<file path="src/rtl/issue_select.sv">
// rtl/issue_select.sv - round-robin issue arbiter from the reservation station into the IS/EX stage
//
// Picks at most one eligible RS entry per cycle. The scan starts at rr_ptr and
// wraps. An entry is eligible when it is ready, its functional unit's writeback
// slot is free, and it does not depend on a branch that is being squashed.
//
// The winner goes to the tag buffer in the same cycle (grant, issue_valid,
// issued_*). It is registered into the IS/EX stage on the next edge (ex_*).
//
// Optional feature: define ISSUE_STARVE_GUARD_EN to add a saturating wait
// counter per entry. An eligible entry whose counter has reached STARVE_LIMIT
// overrides round-robin; the lowest such index wins.
//
// Ports:
//   clock, reset           clock; synchronous active-high reset
//   stall                  freezes all state; suppresses issue
//   rs_ready/rs_is_mult    per-entry ready / needs-multiplier bits
//   rs_tag                 packed per-entry destination tags
//   rs_branch_mask         packed per-entry branch dependency masks
//   alu_can_issue          ALU writeback slot is free
//   mult_can_issue         multiplier writeback slot is free
//   squash, squash_mask    branch mispredict kill
//   grant                  one-hot winner (combinational)
//   issue_valid            issue request to tag buffer (combinational)
//   issued_tag             winner tag (combinational)
//   issued_branch_tag      winner branch mask (combinational)
//   issued_mult            winner is a multiply (combinational)
//   ex_*                   IS/EX pipeline register outputs

`ifndef RS_SIZE
`define RS_SIZE 8
`endif

module issue_select #(
    parameter int RS_SIZE      = `RS_SIZE,
    parameter int PHYS_REG_TAG = 6,
    parameter int BRANCH_MASK  = 4,
    parameter int STARVE_LIMIT = 8,
    localparam int IDX_W       = $clog2(RS_SIZE)
) (
    input  logic                            clock,
    input  logic                            reset,
    input  logic                            stall,
    input  logic [RS_SIZE-1:0]              rs_ready,
    input  logic [RS_SIZE-1:0]              rs_is_mult,
    input  logic [RS_SIZE*PHYS_REG_TAG-1:0] rs_tag,
    input  logic [RS_SIZE*BRANCH_MASK-1:0]  rs_branch_mask,
    input  logic                            alu_can_issue,
    input  logic                            mult_can_issue,
    input  logic                            squash,
    input  logic [BRANCH_MASK-1:0]          squash_mask,
    output logic [RS_SIZE-1:0]              grant,
    output logic                            issue_valid,
    output logic [PHYS_REG_TAG-1:0]         issued_tag,
    output logic [BRANCH_MASK-1:0]          issued_branch_tag,
    output logic                            issued_mult,
    output logic                            ex_valid,
    output logic [IDX_W-1:0]                ex_idx,
    output logic [PHYS_REG_TAG-1:0]         ex_tag,
    output logic [BRANCH_MASK-1:0]          ex_branch_mask,
    output logic                            ex_mult
);

    logic [IDX_W-1:0]        rr_ptr_q, rr_ptr_d;
    logic                    ex_valid_q, ex_valid_d;
    logic [IDX_W-1:0]        ex_idx_q, ex_idx_d;
    logic [PHYS_REG_TAG-1:0] ex_tag_q, ex_tag_d;
    logic [BRANCH_MASK-1:0]  ex_branch_mask_q, ex_branch_mask_d;
    logic                    ex_mult_q, ex_mult_d;

    logic [RS_SIZE-1:0]      eligible;
    logic                    found;
    logic [IDX_W-1:0]        winner;
    logic [IDX_W-1:0]        scan_idx;

`ifdef ISSUE_STARVE_GUARD_EN
    localparam int CNT_W = $clog2(STARVE_LIMIT + 1);
    logic [CNT_W-1:0]        wait_q [RS_SIZE];
    logic [CNT_W-1:0]        wait_d [RS_SIZE];
    logic                    starve_found;
    logic [IDX_W-1:0]        starve_idx;
`endif

    // Eligibility and winner selection
    always_comb begin
        eligible = '0;
        for (int i = 0; i < RS_SIZE; i++) begin
            eligible[i] = rs_ready[i]
                        & (rs_is_mult[i] ? mult_can_issue : alu_can_issue)
                        & ~(squash & |(rs_branch_mask[i*BRANCH_MASK +: BRANCH_MASK] & squash_mask));
        end

        // The index adder is IDX_W bits wide, so the scan wraps modulo RS_SIZE.
        found    = 1'b0;
        winner   = '0;
        scan_idx = '0;
        for (int k = 0; k < RS_SIZE; k++) begin
            scan_idx = rr_ptr_q + IDX_W'(k);
            if (!found && eligible[scan_idx]) begin
                found  = 1'b1;
                winner = scan_idx;
            end
        end

`ifdef ISSUE_STARVE_GUARD_EN
        // The scan runs downward so the lowest starved index is the one kept.
        starve_found = 1'b0;
        starve_idx   = '0;
        for (int i = RS_SIZE - 1; i >= 0; i--) begin
            if (eligible[i] && (wait_q[i] == CNT_W'(STARVE_LIMIT))) begin
                starve_found = 1'b1;
                starve_idx   = IDX_W'(i);
            end
        end
        if (starve_found) begin
            winner = starve_idx;
        end
`endif
    end

    // Same-cycle issue request, gated by stall and reset
    always_comb begin
        grant             = '0;
        issue_valid       = 1'b0;
        issued_tag        = '0;
        issued_branch_tag = '0;
        issued_mult       = 1'b0;
        if (found && !stall && !reset) begin
            grant[winner]     = 1'b1;
            issue_valid       = 1'b1;
            issued_tag        = rs_tag[winner*PHYS_REG_TAG +: PHYS_REG_TAG];
            issued_branch_tag = rs_branch_mask[winner*BRANCH_MASK +: BRANCH_MASK];
            issued_mult       = rs_is_mult[winner];
        end
    end

    // Next state for the pointer and the IS/EX stage
    always_comb begin
        rr_ptr_d         = rr_ptr_q;
        ex_valid_d       = ex_valid_q;
        ex_idx_d         = ex_idx_q;
        ex_tag_d         = ex_tag_q;
        ex_branch_mask_d = ex_branch_mask_q;
        ex_mult_d        = ex_mult_q;

        if (issue_valid) begin
            rr_ptr_d = winner + IDX_W'(1);
        end

        if (!stall) begin
            ex_valid_d       = issue_valid;
            ex_idx_d         = issue_valid ? winner : '0;
            ex_tag_d         = issued_tag;
            ex_branch_mask_d = issued_branch_tag;
            ex_mult_d        = issued_mult;
        end

        // The kill is tested against the mask the stage holds after this edge.
        // A held entry can be killed. A freshly loaded winner has already
        // passed the squash filter, so it is never dropped by a stale entry.
        if (squash && |(ex_branch_mask_d & squash_mask)) begin
            ex_valid_d = 1'b0;
        end
    end

`ifdef ISSUE_STARVE_GUARD_EN
    // Wait counters: a grant or a not-ready entry clears the count;
    // otherwise the count climbs and saturates at STARVE_LIMIT.
    always_comb begin
        for (int i = 0; i < RS_SIZE; i++) begin
            wait_d[i] = wait_q[i];
            if (!stall) begin
                if (!rs_ready[i] || grant[i]) begin
                    wait_d[i] = '0;
                end else if (wait_q[i] != CNT_W'(STARVE_LIMIT)) begin
                    wait_d[i] = wait_q[i] + CNT_W'(1);
                end
            end
        end
    end

    always_ff @(posedge clock) begin
        for (int i = 0; i < RS_SIZE; i++) begin
            if (reset) begin
                wait_q[i] <= '0;
            end else begin
                wait_q[i] <= wait_d[i];
            end
        end
    end
`endif

    always_ff @(posedge clock) begin
        if (reset) begin
            rr_ptr_q         <= '0;
            ex_valid_q       <= 1'b0;
            ex_idx_q         <= '0;
            ex_tag_q         <= '0;
            ex_branch_mask_q <= '0;
            ex_mult_q        <= 1'b0;
        end else begin
            rr_ptr_q         <= rr_ptr_d;
            ex_valid_q       <= ex_valid_d;
            ex_idx_q         <= ex_idx_d;
            ex_tag_q         <= ex_tag_d;
            ex_branch_mask_q <= ex_branch_mask_d;
            ex_mult_q        <= ex_mult_d;
        end
    end

    assign ex_valid       = ex_valid_q;
    assign ex_idx         = ex_idx_q;
    assign ex_tag         = ex_tag_q;
    assign ex_branch_mask = ex_branch_mask_q;
    assign ex_mult        = ex_mult_q;

endmodule

</file>
<file path="config.mk">
export PLATFORM = sky130hd
export DESIGN_NAME = issue_select
export DESIGN_NICKNAME = d
export VERILOG_FILES = /design/src/rtl/issue_select.sv
export SDC_FILE = /design/constraint.sdc
export NUM_CORES = 1
export LEC_CHECK = 0
export BUFFER_PORTS_ARGS = -buffer_cell sky130_fd_sc_hd__buf_4
export CAP_MARGIN = 10
export CORE_UTILIZATION = 43
export DETAILED_ROUTE_END_ITERATION = 8
export GPL_ROUTABILITY_DRIVEN = 0
export PLACE_DENSITY_LB_ADDON = 0.08
export SLEW_MARGIN = 20
export SYNTH_ARGS = -nofsm -noshare
export SYNTH_HDL_FRONTEND = slang
export SYNTH_SLANG_ARGS = --single-unit
</file>
<file path="constraint.sdc">
create_clock -name clock -period 5 [get_ports clock]
set_input_delay 1 -clock clock [delete_from_list [all_inputs] [get_ports clock]]
set_output_delay 1 -clock clock [all_outputs]
set_load 0.01 [all_outputs]
</file>
==> out/metrics.yaml <==
die:
  num_rows: 30
  die_h_microns: 85.8
  initial_core_util: 0.445
  dieArea_sq_um: 7360
  ios: 141
  die_w_microns: 85.8
  core_sq_um: 6790
drt:
  drtAntennaViolNets: 0
  vias: 4584
  routed_wl_microns: 17600
  dr.pass1.iters: 5
  initialDrtViolationCount: 541
  viasPerCell: 6.70
  wl_per_cell_microns: 25.8
  drc: 0
synthesis:
  ys_types: 71
  synth_nets: 451
  yosysTopAreaCell: "mux4_2"
  synth-edff-count: 0
  yosys-top-cells-count: "nor2_1, mux2i_1, mux4_2, nand2_1"
  ys_ff_latch: 18
  synthTopCellsByArea: "mux4_2, dfxtp_1, mux2i_1"
  synth.most_common_cell: "nor2_1"
  syn_inst: 342
  syn-cell-area_sq_um: 3020
  async_reset_ff_frac: 0
  synth_warnings: 0
  synth_ff_type: "dfxtp_1"
  seq_area_frac_synth: 0.119
  synth_area_per_cell_sq_um: 8.83
  synth_top_area_share: 0.179
setup_path:
  crit_chain: "buf_4 -> a22oi_2 -> a21oi_4 -> nor3b_4 -> buf_4 -> a211oi_1 -> nor4_2 -> buf_4 -> nor3_4 -> buf_6 -> a2bb2oi_4 -> a22oi_2 -> buf_6 -> buf_6 -> and2b_1 -> a211o_1 -> a311o_1 -> nand2_2 -> inv_1 -> buf_6"
  cp.depth: 20
  startpoint_type: "input port"
  end_kind: "output pin"
  worstPathArrival_ps: 4620
  cp_num_buf_inv: 8
  worstPathRequired_ps: 4000
  crit_top_cell: "buf_6"
  startpoint: "squash_mask[2]"
  reg2reg_to: "ex_branch_mask[0]"
  r2r_slack_ps: -200
  r2r-start: "rr_ptr_q[1]"
  worstSetupPathType: "in -> out"
  reg2reg_depth: 27
  crit_path_max_incr_delay_ps: 690
  cpLargestDelayFamily: "compound AO/OA/AOI/OAI gates"
  slowest_stage: "a211oi_1"
  critPathCapture: "issued_branch_tag[0]"
  cp_max_fo: 9
sta:
  hold_viol: 0
  rsz0062_at_grt: "yes"
  finalWorstSetupSlack_ps: -617
  worstMarginPinSlew_ps: 1060
  fin_tns_setup_ps: -9620
  fin_crit_sh: 1.12
  finalSetupViolCount: 21
  max_freq_ghz: 0.178
  clock-skew-final_ps: 14.2
  slew_headroom: 0.291
  drv_slew: 0
  finalCriticalPeriod_ps: 5620
cells_and_area:
  n_fill_cell: 333
  fin_area_sq_um: 5790
  antennaDiodeCount: 0
  final_layout_size_suffix_gt1_frac: 0.694
  syn_to_final_growth_pct: 91.8
  final_cells: 684
  multiInputGateArea_sq_um: 2960
  area.sequential_sq_um: 360
  fin_nets: 698
grt:
  grt_overflow_total: 0
  grt_pass1_vias: 4377
  antenna_found_initial: 0
  grt_usage: 0.392
  grt_max_degree: 25
  grt_pass1_wl_microns: 22000
clock_network:
  cts.path.max_buffers: 2
  path_clk_slew_ps: 100
  clk_latency_ps: 280
  cts_buffers: 3
  cts-root-buf: "clkbuf_8"
  cts_tree: "done"
  cts_sinks: 18
  htree_levels: 1
run_status:
  failed_checks: "negative setup slack"
  status: "finished, violations left"
flow_run:
  drv_cap: 0
power:
  p_per_area_nw_per_um2: 935
  ir_worst_vdd_v: 0.000734
  power_leakage_nw: 2.65
placed_design:
  numPortBuffers: 140
  dp_cells: 629
  pre_cts_ws_ps: -618
  place_area_sq_um: 4670
  hpwl_microns: 9710
hold_path:
  min_path_type: "reg -> reg"
  hp-start: "ex_idx[0]"
[cells by family after synthesis]
kind of cell	Yosys count	share of synthesized area
AND/OR/NAND/NOR	107	0.187
AO/OA/AOI/OAI	103	0.254
multiplexers	71	0.353
buffers and inverters	37	0.0663
flip-flops	18	0.119
XOR/XNOR	3	0.00870
adder cells (fa/ha/maj)	3	0.0124
[what timing repair did]
| item | CTS | global route |
|---|---|---|
| pin swaps | 20 | 33 |
| setup endpoints to repair | 19 | 22 |
| hold buffers | 0 | 0 |
| gates cloned | 1 | 3 |
| resized for setup | 96 | 51 |
| buffers inserted | 42 | 16 |
[registers in the layout, summed over array words and instances (netlist names)]
signal	flops
ex_tag	6
ex_branch_mask	4
ex_idx	3
rr_ptr_q	3
ex_mult	1
ex_valid	1
[power breakdown]
group / internal, W / total, W / switching, W
clock network: 0.0000706 / 0.000140 / 0.0000698
logic: 0.00268 / 0.00503 / 0.00236
registers: 0.000201 / 0.000239 / 0.0000382
[worst min path at each step]
stage,to,depth (start not counted)
after floorplan,ex_idx[0],2
after global placement,ex_idx[0],2
after detailed placement,ex_tag[3],1
after CTS,ex_idx[0],2
after global routing,ex_tag[4],1
final,ex_idx[0],2
[metrics by stage]
stage | util | power [W] | hold slack [ps]
floorplan | - | 0.00247 | 467
global placement | 0.687 | 0.00358 | 434
detailed placement | 0.687 | 0.00364 | 441
CTS | 0.813 | 0.00468 | 455
global route | 0.852 | 0.00557 | 480
finish | 0.852 | 0.00541 | 458
[routing by layer]
layer  vias to the layer above  share of wire  GRT usage
met4                         0          0.086      0.233
met2                       440           0.48      0.707
met5                         -              0          0
li1                       1845              -          -
met1                      2146           0.33      0.441
met3                       153          0.098     0.0539
[cell type report]
type                            count  share of cell area
Sequential cell                    18              0.0622
Multi-Input combinational cell    287               0.511
Inverter                           10             0.00713
Clock buffer                        4             0.00951
Tap cell                           96              0.0207
Timing Repair Buffer              269               0.390
[worst reg2reg max path, stage by stage, from the launching register on]
cell       delay [ps]
dfxtp_1           350
clkinv_1           80
ha_1              250
xor2_1            540
nand2_1           220
a211oi_1          680
nor4_2             60
buf_4             200
nor3_4            230
buf_6             170
a2bb2oi_4          70
a22oi_2           170
buf_6             160
buf_12            140
buf_12            140
and3_4            190
a311o_1           170
nand2_2            90
buf_4             140
buf_6             100
buf_6             100
buf_6             100
buf_4             120
buf_4             120
buf_4             120
buf_4             120
buf_4             130
a21oi_2           150
[layout by cell type (no fill, tap or decap), types with 4 or more instances in the layout]
cell type / n
a21o_1: 7
a22oi_1: 8
nor2_4: 6
nor2_2: 9
dfxtp_1: 18
nor3_1: 4
mux2_4: 7
nand3_1: 4
a22oi_2: 13
mux4_2: 26
o21ai_0: 6
mux2i_1: 23
clkbuf_8: 4
nor3_2: 6
a211oi_1: 9
nand2_2: 4
a21oi_2: 5
inv_1: 6
a21oi_4: 7
buf_6: 25
and2_1: 5
nor2_1: 21
buf_12: 6
mux2_2: 11
buf_4: 233
nand2_1: 16
a21oi_1: 8
Note: power is estimated with default switching activity, not from simulation.
